File: src/rtl/aux_pkg.sv
// Shared AUX definitions used by the AUX reply receive path.
//   aux_reply_cmd_e    : reply command encoding carried in the reply header
//   aux_rx_state_e     : receive FSM states of the reply demux
//   AUX_MAX_DATA_BYTES : largest data payload accepted in one reply
package aux_pkg;

    typedef enum logic [1:0] {
        AUX_ACK   = 2'b00,
        AUX_NACK  = 2'b01,
        AUX_DEFER = 2'b10,
        AUX_RSVD  = 2'b11
    } aux_reply_cmd_e;

    typedef enum logic [1:0] {
        ST_IDLE  = 2'b00,
        ST_DATA  = 2'b01,
        ST_DRAIN = 2'b10,
        ST_DONE  = 2'b11
    } aux_rx_state_e;

    localparam int AUX_MAX_DATA_BYTES = 16;

endpackage

File: src/rtl/aux_reply_demux.sv
// AUX reply demultiplexer.
// Takes reply bytes from the AUX RX deserializer, decodes the reply header
// and routes the data bytes to the native or the I2C-over-AUX reply sink,
// whichever has the outstanding transaction. Malformed replies (reserved
// command, payload overflow, empty reply) are flagged at the end of the reply.
//
// Ports
//   clk, rst_n                  clock, synchronous active-low reset
//   phy_rx_byte / phy_rx_vld    received byte and its one-cycle valid
//   phy_rx_end                  end-of-reply pulse (STOP detected)
//   ctrl_i2c_native             1 = I2C transaction outstanding, 0 = native
//   native_reply_cmd[_vld]      decoded native reply command and strobe
//   native_reply_data[_vld]     native data byte and strobe
//   i2c_reply_cmd[_vld]         decoded I2C reply command and strobe
//   i2c_reply_data[_vld]        I2C data byte and strobe
//   reply_byte_cnt              data bytes forwarded in current/last reply
//   reply_done / reply_err      end-of-reply strobe and malformed flag
//   dbg_state                   current receive FSM state (observation only)
//
// Handshake: the PHY side is push-only. A byte is taken in every cycle
// phy_rx_vld is high; there is no backpressure. All output strobes are
// single-cycle pulses that the sinks must accept when they appear.
module aux_reply_demux
    import aux_pkg::*;
#(
    parameter int MAX_DATA_BYTES = AUX_MAX_DATA_BYTES
) (
    input  logic          clk,
    input  logic          rst_n,
    input  logic [7:0]    phy_rx_byte,
    input  logic          phy_rx_vld,
    input  logic          phy_rx_end,
    input  logic          ctrl_i2c_native,
    output logic [1:0]    native_reply_cmd,
    output logic          native_reply_cmd_vld,
    output logic [7:0]    native_reply_data,
    output logic          native_reply_data_vld,
    output logic [1:0]    i2c_reply_cmd,
    output logic          i2c_reply_cmd_vld,
    output logic [7:0]    i2c_reply_data,
    output logic          i2c_reply_data_vld,
    output logic [4:0]    reply_byte_cnt,
    output logic          reply_done,
    output logic          reply_err,
    output aux_rx_state_e dbg_state
);

    localparam logic [4:0] MAX_CNT = 5'(MAX_DATA_BYTES);

    // Native replies carry the command in [5:4], I2C replies in [7:6].
    function automatic aux_reply_cmd_e hdr_field(input logic [7:0] b, input logic sel);
        return aux_reply_cmd_e'(sel ? b[7:6] : b[5:4]);
    endfunction

    aux_rx_state_e  state_q, state_d;
    logic           sel_q, sel_d;
    logic           err_pend_q, err_pend_d;
    logic [4:0]     cnt_q, cnt_d;
    logic [1:0]     ncmd_q, ncmd_d;
    logic           ncmd_vld_q, ncmd_vld_d;
    logic [7:0]     ndata_q, ndata_d;
    logic           ndata_vld_q, ndata_vld_d;
    logic [1:0]     icmd_q, icmd_d;
    logic           icmd_vld_q, icmd_vld_d;
    logic [7:0]     idata_q, idata_d;
    logic           idata_vld_q, idata_vld_d;
    logic           done_q, done_d;
    logic           err_q, err_d;

    aux_reply_cmd_e hdr_cmd;
    assign hdr_cmd = hdr_field(phy_rx_byte, ctrl_i2c_native);

    always_comb begin
        state_d     = state_q;
        sel_d       = sel_q;
        err_pend_d  = err_pend_q;
        cnt_d       = cnt_q;
        ncmd_d      = ncmd_q;
        ncmd_vld_d  = 1'b0;
        ndata_d     = ndata_q;
        ndata_vld_d = 1'b0;
        icmd_d      = icmd_q;
        icmd_vld_d  = 1'b0;
        idata_d     = idata_q;
        idata_vld_d = 1'b0;
        done_d      = 1'b0;
        err_d       = 1'b0;

        case (state_q)
            ST_IDLE: begin
                if (phy_rx_vld) begin
                    sel_d = ctrl_i2c_native;
                    cnt_d = '0;
                    if (hdr_cmd == AUX_RSVD) begin
                        err_pend_d = 1'b1;
                        state_d    = ST_DRAIN;
                    end else begin
                        if (ctrl_i2c_native) begin
                            icmd_d     = hdr_cmd;
                            icmd_vld_d = 1'b1;
                        end else begin
                            ncmd_d     = hdr_cmd;
                            ncmd_vld_d = 1'b1;
                        end
                        state_d = ST_DATA;
                    end
                    // Header and STOP together: reply with no payload.
                    if (phy_rx_end) begin
                        state_d = ST_DONE;
                    end
                end else if (phy_rx_end) begin
                    // STOP without any header byte: empty reply.
                    err_pend_d = 1'b1;
                    cnt_d      = '0;
                    state_d    = ST_DONE;
                end
            end
            ST_DATA: begin
                if (phy_rx_vld) begin
                    if (cnt_q == MAX_CNT) begin
                        err_pend_d = 1'b1;
                        state_d    = ST_DRAIN;
                    end else begin
                        if (sel_q) begin
                            idata_d     = phy_rx_byte;
                            idata_vld_d = 1'b1;
                        end else begin
                            ndata_d     = phy_rx_byte;
                            ndata_vld_d = 1'b1;
                        end
                        cnt_d = cnt_q + 5'd1;
                    end
                end
                // The byte of this cycle has already been handled above.
                if (phy_rx_end) begin
                    state_d = ST_DONE;
                end
            end
            ST_DRAIN: begin
                if (phy_rx_end) begin
                    state_d = ST_DONE;
                end
            end
            ST_DONE: begin
                err_pend_d = 1'b0;
                state_d    = ST_IDLE;
            end
            default: begin
                state_d = ST_IDLE;
            end
        endcase

        // reply_done/reply_err are registered alongside the DONE state so
        // they are visible during the DONE cycle itself.
        if (state_d == ST_DONE && state_q != ST_DONE) begin
            done_d = 1'b1;
            err_d  = err_pend_d;
        end
    end

    always_ff @(posedge clk) begin
        if (!rst_n) begin
            state_q     <= ST_IDLE;
            sel_q       <= 1'b0;
            err_pend_q  <= 1'b0;
            cnt_q       <= '0;
            ncmd_q      <= '0;
            ncmd_vld_q  <= 1'b0;
            ndata_q     <= '0;
            ndata_vld_q <= 1'b0;
            icmd_q      <= '0;
            icmd_vld_q  <= 1'b0;
            idata_q     <= '0;
            idata_vld_q <= 1'b0;
            done_q      <= 1'b0;
            err_q       <= 1'b0;
        end else begin
            state_q     <= state_d;
            sel_q       <= sel_d;
            err_pend_q  <= err_pend_d;
            cnt_q       <= cnt_d;
            ncmd_q      <= ncmd_d;
            ncmd_vld_q  <= ncmd_vld_d;
            ndata_q     <= ndata_d;
            ndata_vld_q <= ndata_vld_d;
            icmd_q      <= icmd_d;
            icmd_vld_q  <= icmd_vld_d;
            idata_q     <= idata_d;
            idata_vld_q <= idata_vld_d;
            done_q      <= done_d;
            err_q       <= err_d;
        end
    end

    assign native_reply_cmd      = ncmd_q;
    assign native_reply_cmd_vld  = ncmd_vld_q;
    assign native_reply_data     = ndata_q;
    assign native_reply_data_vld = ndata_vld_q;
    assign i2c_reply_cmd         = icmd_q;
    assign i2c_reply_cmd_vld     = icmd_vld_q;
    assign i2c_reply_data        = idata_q;
    assign i2c_reply_data_vld    = idata_vld_q;
    assign reply_byte_cnt        = cnt_q;
    assign reply_done            = done_q;
    assign reply_err             = err_q;
    assign dbg_state             = state_q;

endmodule

File: config.mk
export PLATFORM = sky130hd
export DESIGN_NAME = aux_reply_demux
export DESIGN_NICKNAME = d
export VERILOG_FILES = /design/src/rtl/aux_pkg.sv /design/src/rtl/aux_reply_demux.sv
export SDC_FILE = /design/constraint.sdc
export NUM_CORES = 1
export LEC_CHECK = 0
export ABC_CLOCK_PERIOD_IN_PS = 1700
export CORE_MARGIN = 2
export CORE_UTILIZATION = 32
export DETAILED_ROUTE_END_ITERATION = 16
export PLACE_DENSITY = 0.7
export SLEW_MARGIN = 20
export SYNTH_ARGS = -nofsm -noshare
export SYNTH_HDL_FRONTEND = slang
export SYNTH_SLANG_ARGS = --single-unit
File: constraint.sdc
create_clock -name clk -period 1.7 [get_ports clk]
set_clock_uncertainty 0.15 [all_clocks]
set_input_delay 0.255 -clock clk [delete_from_list [all_inputs] [get_ports clk]]
set_output_delay 0.255 -clock clk [all_outputs]
set_load 0.02 [all_outputs]
Yosys cells after proc, flatten, opt, wreduce, memory -nomap -nowiden
Cells that the tools add are included.

Register bits after elaboration: 35. Latch bits: 0. RAM bits: 0. Bits in read-only memories: 0. Bits of input ports: 13. Output and inout port bits: 33. Logic and storage cells: 70. Memories kept: 0.

$add $sub $neg: 1. Multipliers: 0. Div/mod/pow operators: 0. Order comparisons: 0. Eq/ne operators: 10. Shifts and indexed selects: 0. Multiplexer cells: 25. Bitwise operators: 8. Reductions and logical operators: 12.

Operators with widths (number): 5-bit two-way mux (4); 4-bit AND reduction (5); 2-bit two-way mux (8); 1-bit two-way mux (10); 5-bit case mux with 2 select lines (1); 2-bit == test (second input constant) (4); 1-bit inverter (8); 2-bit case mux with 4 select lines (1); 4-bit OR reduction (2); 2-bit != test (second input constant) (3); 5-bit by 1-bit adder with 5-bit output (second input constant) (1); 5-bit == test (second input constant) (1); 2-bit AND reduction (2); 3-bit != test (second input constant) (1); 1-bit case mux with 3 select lines (1); 2-bit by 1-bit == test with 1-bit output (second input constant) (1); 2-bit logical NOT (1); 2-bit nonzero test (1); 1-bit logical AND (1).

Depth between registers and ports, before layout
Gate-level depths: netlist of the first run.

Word-level depth: 9. Gate-level depth with buffers: 7. Gate-level depth less buffers: 6.

Least setup slack after synthesis of the first run
No wires, ideal clock.

Path kind: reg-to-reg. Start: reg cnt_q[0], in the netlist reply_byte_cnt[0]. End: reg ndata_q[6], in the netlist native_reply_data[6]. Library setup time: 0.128 ns. Data arrival time: 1.508 ns. Required time: 1.422 ns. Setup slack: -0.085 ns. Cell stages (with the launch flop): 8. Path buffers: 1. Path through: dfxtp_1 > inv_1 > ha_1 > nand4bb_4 > and4b_1 > buf_4 > mux2i_1 > nor2_1.

Longest elaborated chain between the ends: 3.

Ends and longest elaborated chain: start, declared (RTL line aux_reply_demux.sv:58) `logic [4:0] cnt_q, cnt_d;`; start signal, assigned (RTL line aux_reply_demux.sv:181) `cnt_q <= cnt_d;`; 5-bit == test (RTL line aux_reply_demux.sv:120) `if (cnt_q == MAX_CNT) begin`; 1-bit inverter (no source line); 4-bit AND reduction (no source line); end signal, assigned (RTL line aux_reply_demux.sv:184) `ndata_q <= ndata_d;`; end, declared (RTL line aux_reply_demux.sv:61) `logic [7:0] ndata_q, ndata_d;`.

Every way passes these cells. A chain may end at the register's enable or synchronous reset.

Worst setup path after layout of the first run
Start: reg idata_q[4], in the netlist i2c_reply_data[4]. End: out i2c_reply_data[4].

RTL lines: start, declared (RTL line aux_reply_demux.sv:65) `logic [7:0] idata_q, idata_d;`; start signal, assigned (RTL line aux_reply_demux.sv:188) `idata_q <= idata_d;`; end, declared (RTL line aux_reply_demux.sv:40) `output logic [7:0] i2c_reply_data,`.

No word-level cell between the ends.

==> implementation parameters, run 1 <==
Parameter                              Value

Place
  Setup Slack @ Placement ... -0.228 ns
  Estimated wirelength of the detail-placed design ... 2.30 mm
  Count of placed standard cells including taps ... 251
  # port buffers ... 45
  Placed inst area ... 2040 µm²
  Weighted congestion reported at the end of routability-driven placement ... 0.731

Finish
  Area growth, synth to finish ... 52.6%
  Fraction of final layout cells with drive strength greater than 1 ... 18.1%
  Total number of nets in the final design ... 224
  Non-filler cells, final ... 262
  Number of inserted diodes ... 0
  Final design instance area without fill ... 2170 µm²

Clock tree
  Max H-tree Level ... 2
  Clock tree from TritonCTS ... built
  Root Buffer Master ... sky130_fd_sc_hd__clkbuf_8
  Largest buffer count on any clock path ... 2
  Clock input transition at the sequential cells of the worst setup and hold paths ... 0.07 ns
  Number of buffers created by CTS ... 5
  Clock net sink count ... 35
  Later-pin clock latency in the skew report ... 0.29 ns
  CTS Hold Buffers Added ... 0

Yosys
  Synth Area in Compound Gates ... 12.6%
  Number of warnings issued by yosys ... 0
  Share of the yosys chip area belonging to registers ... 49.2%
  Number of distinct standard cells referenced by the synthesized netlist ... 34
  Synthesis-stage register bit count ... 35
  Simple-gate share of the synthesized area ... 20.1%
  Main combinational cell family by area after synthesis ... simple AND/OR/NAND/NOR gates
  Share of flip-flops with an asynchronous set or reset after synthesis ... 0%
  Prevailing post-synth register cell ... sky130_fd_sc_hd__dfxtp_1
  Net count after synthesis ... 158
  Post-Synthesis Cell Area ... 1430 µm²
  Count of flip-flops with a built-in enable after synthesis ... 0
  Synthesized instance count ... 143
  Area share of xor/xnor cells in the synthesized design ... 0.615%
  Mux contribution to synthesized area ... 11.2%
  Post-synthesis area per instance ... 9.97 µm²
  Synth Area in Adders ... 1.76%

Setup path
  Startpoint Class ... register
  Slowest cell on the critical path ... sky130_fd_sc_hd__clkdlybuf4s50_1
  Worst-path maximum fanout ... 2
  Crit path cell chain ... clkdlybuf4s50_1
  Arrival time reported for the critical path endpoint ... 1.24 ns
  Data required time at the worst endpoint ... 1.29 ns
  CP Buf/Inv Count ... 1
  Startpoint-to-endpoint class of the critical path ... register to primary output
  Kind of end point of the critical path ... primary output
  Worst stage delay on the critical path ... 0.61 ns
  Cell family contributing the most delay on the critical path ... buffers and inverters

STA
  Final worst slack ... 0.0545 ns
  Pin slew with the least headroom to its limit ... 0.500 ns
  Period Utilization, post-route ... 96.8%
  Final critical-path required period ... 1.65 ns
  Final number of max-transition violations ... 0
  Worst max-slew margin expressed relative to the limit ... 66.1%
  Final-report hold violation count ... 0
  Highest clock rate ... 608 MHz
  Total setup violations reported at the end of the flow ... 0
  Post-route worst hold slack ... 0.321 ns
  Setup repair after global routing missed its margin ... true

Global route
  Aggregate global routing overflow ... 0
  First-pass GRT wire length ... 5.73 mm
  Maximum number of pins on one net before global-route repair ... 18
  Via count of the first global-routing pass ... 1191
  Aggregate global-route resource usage ... 14.9%
  Initial antenna violation count ... 0

Drt
  Count of antenna-violating nets left after detailed routing ... 0
  Total wire length ... 3.28 mm
  Total iterations of the first detailed-routing run ... 4
  Vias post-DR ... 1249
  Remaining routing DRC violations ... 0
  Uppermost routed layer ... met4
  Sum of routed wire segments on met1 ... 1.58 mm
  Met3 wire len ... 251 µm
  Metal2 WL ... 1.38 mm
  Post-DR vias/cell ... 4.77
  Routed length per placed instance ... 12.5 µm
  Number of violations reported at the end of detailed-routing iteration 0 ... 66

Status
  Status ... complete, no violations

Worst hold path
  Worst min path class ... register to register

Floorplanning
  X dimension of the die ... 70.7 µm
  Number of primary I/O pins ... 46
  Die H ... 70.7 µm
  Row Count ... 24
  Core box area ... 4320 µm²
  Area of the die ... 5000 µm²
  Initial core utilization ... 33.0%

Power
  PD cells ... 873 nW/µm²
  Static leakage ... 0.983 nW
  Worst IR Drop VDD ... 0.612 mV

Flow run
  Count of maximum capacitance violations ... 0
[cell usage in the layout, fill, tap and decap left out, types with 2 or more instances in the layout]
cell type / Yosys / routed
sky130_fd_sc_hd__dfxtp_2: 0 / 2
sky130_fd_sc_hd__nand3_1: 4 / 4
sky130_fd_sc_hd__dfxtp_1: 35 / 33
sky130_fd_sc_hd__dlymetal6s2s_1: 0 / 6
sky130_fd_sc_hd__clkbuf_8: 0 / 5
sky130_fd_sc_hd__buf_4: 2 / 15
sky130_fd_sc_hd__nand4_1: 3 / 3
sky130_fd_sc_hd__inv_1: 8 / 6
sky130_fd_sc_hd__nor2_1: 27 / 27
sky130_fd_sc_hd__or2_1: 2 / 2
sky130_fd_sc_hd__clkbuf_1: 2 / 2
sky130_fd_sc_hd__nand2_1: 6 / 6
sky130_fd_sc_hd__o21ai_0: 4 / 4
sky130_fd_sc_hd__inv_2: 0 / 2
sky130_fd_sc_hd__a21oi_1: 6 / 6
sky130_fd_sc_hd__or3_1: 3 / 3
sky130_fd_sc_hd__clkdlybuf4s50_1: 0 / 32
sky130_fd_sc_hd__mux2i_1: 16 / 16
sky130_fd_sc_hd__dlygate4sd2_1: 0 / 7
sky130_fd_sc_hd__o221a_2: 4 / 4
[final timing paths]
check	from	end	slack (ns)	cells after the start
max	i2c_reply_data[4]	i2c_reply_data[4]	0.05	1
min reg2reg	sel_q	sel_q	0.32	2
min	sel_q	sel_q	0.32	2
max reg2reg	reply_byte_cnt[0]	native_reply_data[4]	0.09	7
[cell type report]
cell class / instances / area (µm²)
timing repair buffer: 63 / 606
tap: 52 / 65.1
inverter: 8 / 30.0
clock buffer: 7 / 76.3
clock inverter: 1 / 5.00
fill: 423 / 2150
sequential: 35 / 703
multi-input combinational: 96 / 689
[per-stage QoR]
stage	total power, mW	setup TNS, ns	util, %
final	1.90	0	50.3
after global routing	2.03	-0.00738	50.3
after CTS	1.90	0	48.9
after detailed placement	1.32	-3.15	47.2
after global placement	1.32	-2.53	47.2
after floorplan	1.13	0	-
[synth_stat cells (2+ instances only)]
library cell               instances  share of area, %
sky130_fd_sc_hd__nand2_1           6               1.6
sky130_fd_sc_hd__o21ai_0           4               1.4
sky130_fd_sc_hd__or3_1             3               1.3
sky130_fd_sc_hd__mux2i_1          16                11
sky130_fd_sc_hd__buf_4             2               1.1
sky130_fd_sc_hd__clkbuf_1          2              0.53
sky130_fd_sc_hd__nand4_1           3               1.3
sky130_fd_sc_hd__a21oi_1           6               2.1
sky130_fd_sc_hd__ha_1              2               1.8
sky130_fd_sc_hd__inv_1             8               2.1
sky130_fd_sc_hd__nor2_1           27               7.1
sky130_fd_sc_hd__nand3_1           4               1.4
sky130_fd_sc_hd__or2_1             2              0.88
sky130_fd_sc_hd__o221a_2           4               3.2
sky130_fd_sc_hd__dfxtp_1          35                49
[logic make-up (layout without fill, tap and decap cells)]
kind of cell | Yosys count | count (layout)
adder cells (fa/ha/maj) | 2 | 2
flip-flops | 35 | 35
AND/OR/NAND/NOR | 55 | 55
multiplexers | 16 | 16
AO/OA/AOI/OAI | 21 | 22
XOR/XNOR | 1 | 1
buffers and inverters | 13 | 79
[state kept, by name (all words and copies together), names as in the netlist, 2 cells and up]
register	flops
i2c_reply_data	8
reply_byte_cnt	5
native_reply_data	8
i2c_reply_cmd	2
dbg_state	2
native_reply_cmd	2
[tightest hold or removal path, stage by stage, from the launching register on]
cell and delay (ns):
sky130_fd_sc_hd__dfxtp_1 0.32, sky130_fd_sc_hd__nand2_1 0.05, sky130_fd_sc_hd__a21oi_1 0.06
[timing repair]
action,4_1_cts,5_1_grt
resized for setup,7,11
gates cloned,0,2
pin swaps,0,4
endpoints found under the setup margin,7,30
buffers inserted,0,1
[report_power, final]
part           total [mW]  leakage [nW]  switching [mW]  internal (mW)
clock               0.581        0.0422           0.293          0.287
combinational       0.423         0.656           0.216          0.207
sequential          0.894         0.285          0.0263          0.867
total                1.90         0.983           0.535           1.36
[routing by layer]
layer  track usage, %  up-vias
li1                 -      636
met1             19.5      572
met2             21.0       36
met3             7.41        5
met4             5.66        0
met5                0        -
No activity file was read; power rests on OpenSTA's default activity.
==> run 2: changes to the inputs <==
ABC_CLOCK_PERIOD_IN_PS = unset   (was 1700)
SETUP_SLACK_MARGIN = 0.5   (was unset)
==> run 2 against run 1 <==
Total power increased by 4.8%. Wire length grew 13%. Core utilization up 2.7 points. Sequential share of layout area about the same. First-iteration DRC count up 11%. Fmax up 5.2%. Clock power is essentially flat. Die area unchanged.
==> implementation parameters, run 2 (same netlist as run 1, synthesis figures left out) <==
Parameter                              Value

Status
  Status ... complete, no violations

Power
  Int Pwr ... 1.41 mW (+3.4%)
  Static leakage ... 1.01 nW (+2.8%)
  PD cells ... 868 nW/µm² (-0.56%)
  Total Power ... 1.99 mW (+4.8%)
  Clock network power share ... 29.3% (-1.3 points)
  Worst IR Drop VDD ... 0.563 mV (-7.9%)
  Sw Pwr ... 580 µW (+8.4%)
  Comb pwr share ... 25.5% (+3.2 points)
  Sequential share of power ... 45.2% (-1.9 points)
  Sw frac ... 29.2% (+0.96 points)

Drt
  Post-DR vias/cell ... 4.85 (+1.8%)
  Metal2 WL ... 1.69 mm (+22%)
  Met3 wire len ... 243 µm (-3.2%)
  Count of antenna-violating nets left after detailed routing ... 0 (unchanged)
  Vias post-DR ... 1315 (+5.3%)
  Sum of routed wire segments on met1 ... 1.68 mm (+6.0%)
  Routed length per placed instance ... 13.6 µm (+8.8%)
  Remaining routing DRC violations ... 0 (unchanged)
  Number of violations reported at the end of detailed-routing iteration 0 ... 73 (+11%)
  Total wire length ... 3.69 mm (+13%)
  Uppermost routed layer ... met4
  Total iterations of the first detailed-routing run ... 4 (unchanged)

Place
  Weighted congestion reported at the end of routability-driven placement ... 0.799 (+9.3%)
  Estimated wirelength of the detail-placed design ... 2.46 mm (+7.0%)
  Placed inst area ... 2060 µm² (+1.0%)
  Setup Slack @ Placement ... -0.196 ns (+0.0324 ns)
  Count of placed standard cells including taps ... 248 (-1.2%)
  # port buffers ... 45 (unchanged)

STA
  Final worst slack ... 0.135 ns (+0.0807 ns)
  Final critical-path required period ... 1.56 ns (-0.0807 ns)
  Pin slew with the least headroom to its limit ... 0.299 ns (-0.201 ns)
  Setup repair after global routing missed its margin ... true
  Final-report hold violation count ... 0 (unchanged)
  Final number of max-transition violations ... 0 (unchanged)
  Total setup violations reported at the end of the flow ... 0 (unchanged)
  Worst max-slew margin expressed relative to the limit ... 80.1% (+14 points)
  Post-route worst hold slack ... 0.307 ns (-0.0135 ns)
  Period Utilization, post-route ... 92.1% (-4.7 points)
  Highest clock rate ... 639 MHz (+5.2%)
  Final-layout setup total negative slack ... 0 ns (unchanged)

Worst hold path
  Worst min path class ... input port to register

Setup path
  Register-to-Register Setup Slack ... 0.14 ns (+0.05 ns)
  Arrival time reported for the critical path endpoint ... 1.59 ns (+0.35 ns)
  Kind of end point of the critical path ... register
  Worst-path maximum fanout ... 9 (+7)
  Startpoint-to-endpoint class of the critical path ... register to register
  Startpoint Class ... register
  Data required time at the worst endpoint ... 1.73 ns (+0.44 ns)

Finish
  Total number of nets in the final design ... 233 (+4.0%)
  Fraction of final layout cells with drive strength greater than 1 ... 48.4% (+30 points)
  Non-filler cells, final ... 271 (+3.4%)
  Area growth, synth to finish ... 60.8%
  End-of-flow core utilization ... 53.0% (+2.7 points)
  Most used cells in the layout excluding fill and tap cells ... 42 x sky130_fd_sc_hd__buf_4, 26 x sky130_fd_sc_hd__nor2_1, 16 x sky130_fd_sc_hd__mux2i_1, 16 x sky130_fd_sc_hd__dfxtp_1
  Leading cell type in the layout, fill and taps excluded ... sky130_fd_sc_hd__buf_4
  Final design instance area without fill ... 2290 µm² (+5.4%)
  Number of inserted diodes ... 0 (unchanged)

Flow run
  Count of maximum capacitance violations ... 0 (unchanged)

Clock tree
  Clock tree from TritonCTS ... built
  Root Buffer Master ... sky130_fd_sc_hd__clkbuf_8
  Max H-tree Level ... 2 (unchanged)
  Later-pin clock latency in the skew report ... 0.29 ns (about the same)
  Number of buffers created by CTS ... 5 (unchanged)
  CTS Hold Buffers Added ... 0 (unchanged)
  Clock input transition at the sequential cells of the worst setup and hold paths ... 0.07 ns (about the same)
  Clock net sink count ... 35 (unchanged)
  Largest buffer count on any clock path ... 2 (unchanged)

Global route
  Maximum number of pins on one net before global-route repair ... 18 (unchanged)
  Initial antenna violation count ... 0 (unchanged)
  First-pass GRT wire length ... 6.17 mm (+7.7%)
  Via count of the first global-routing pass ... 1333 (+12%)
  Aggregate global routing overflow ... 0 (unchanged)
  Aggregate global-route resource usage ... 15.7% (+0.79 points)

Floorplanning
  Number of primary I/O pins ... 46 (unchanged)
  X dimension of the die ... 70.7 µm (unchanged)
  Die H ... 70.7 µm (unchanged)
  Core box area ... 4320 µm² (unchanged)
  Row Count ... 24 (unchanged)
  Area of the die ... 5000 µm² (unchanged)
  Initial core utilization ... 33.0% (unchanged)
[run 2: changes by cell type in the layout (fill, tap and decap cells not counted), moves of 2 or more]
cell and change:
sky130_fd_sc_hd__dfxtp_1 -17, sky130_fd_sc_hd__nor2_4 +2, sky130_fd_sc_hd__dfxtp_4 +7, sky130_fd_sc_hd__buf_2 +5, sky130_fd_sc_hd__buf_6 +11, sky130_fd_sc_hd__buf_4 +27, sky130_fd_sc_hd__dfxtp_2 +10, sky130_fd_sc_hd__clkdlybuf4s50_1 -27
sky130_fd_sc_hd__dlymetal6s2s_1 -6
[run 2: area by class of cell]
class | count | area, µm²
fill | 398 | 2030
multi-input combinational | 95 | 759
sequential | 35 | 742
timing repair buffer | 73 | 612
clock buffer | 7 | 76.3
tap | 52 | 65.1
inverter | 8 | 32.5
clock inverter | 1 | 5.00
[run 2: power groups by stage]
stage	clock network (mW)	logic [mW]	registers, mW
3_3_place_gp	0	0.412	0.923
2_1_floorplan	0	0.186	0.969
3_5_place_dp	0	0.416	0.922
6_report	0.582	0.508	0.899
5_1_grt	0.634	0.546	0.903
4_1_cts	0.600	0.471	0.900
[run 2: timing repair]
action	in CTS	in global routing
gates resized for setup	178	32
buffers inserted	11	3
setup endpoints to repair	68	57
cloned	1	0
pin swaps	8	10
[run 2: worst max-delay path, cell delays in order (launching register included)]
cell,delay (ns)
sky130_fd_sc_hd__dfxtp_4,0.36
sky130_fd_sc_hd__inv_4,0.04
sky130_fd_sc_hd__ha_4,0.15
sky130_fd_sc_hd__nand4bb_4,0.11
sky130_fd_sc_hd__and4b_1,0.26
sky130_fd_sc_hd__buf_12,0.15
sky130_fd_sc_hd__mux2i_1,0.19
sky130_fd_sc_hd__nor2_1,0.05
[run 2: final timing paths]
path,to,start,cells past startpoint
worst min-delay path,native_reply_cmd[0],rst_n,2
worst max register to register,native_reply_data[3],reply_byte_cnt[0],7
worst min register to register,sel_q,sel_q,2
worst max-delay path,native_reply_data[3],reply_byte_cnt[0],7
[run 2: metal layers]
metal,global-route usage (%),up-vias
met3,4.70,8
met4,8.18,0
met1,19.4,616
met5,0,-
met2,24.5,40
li1,-,651
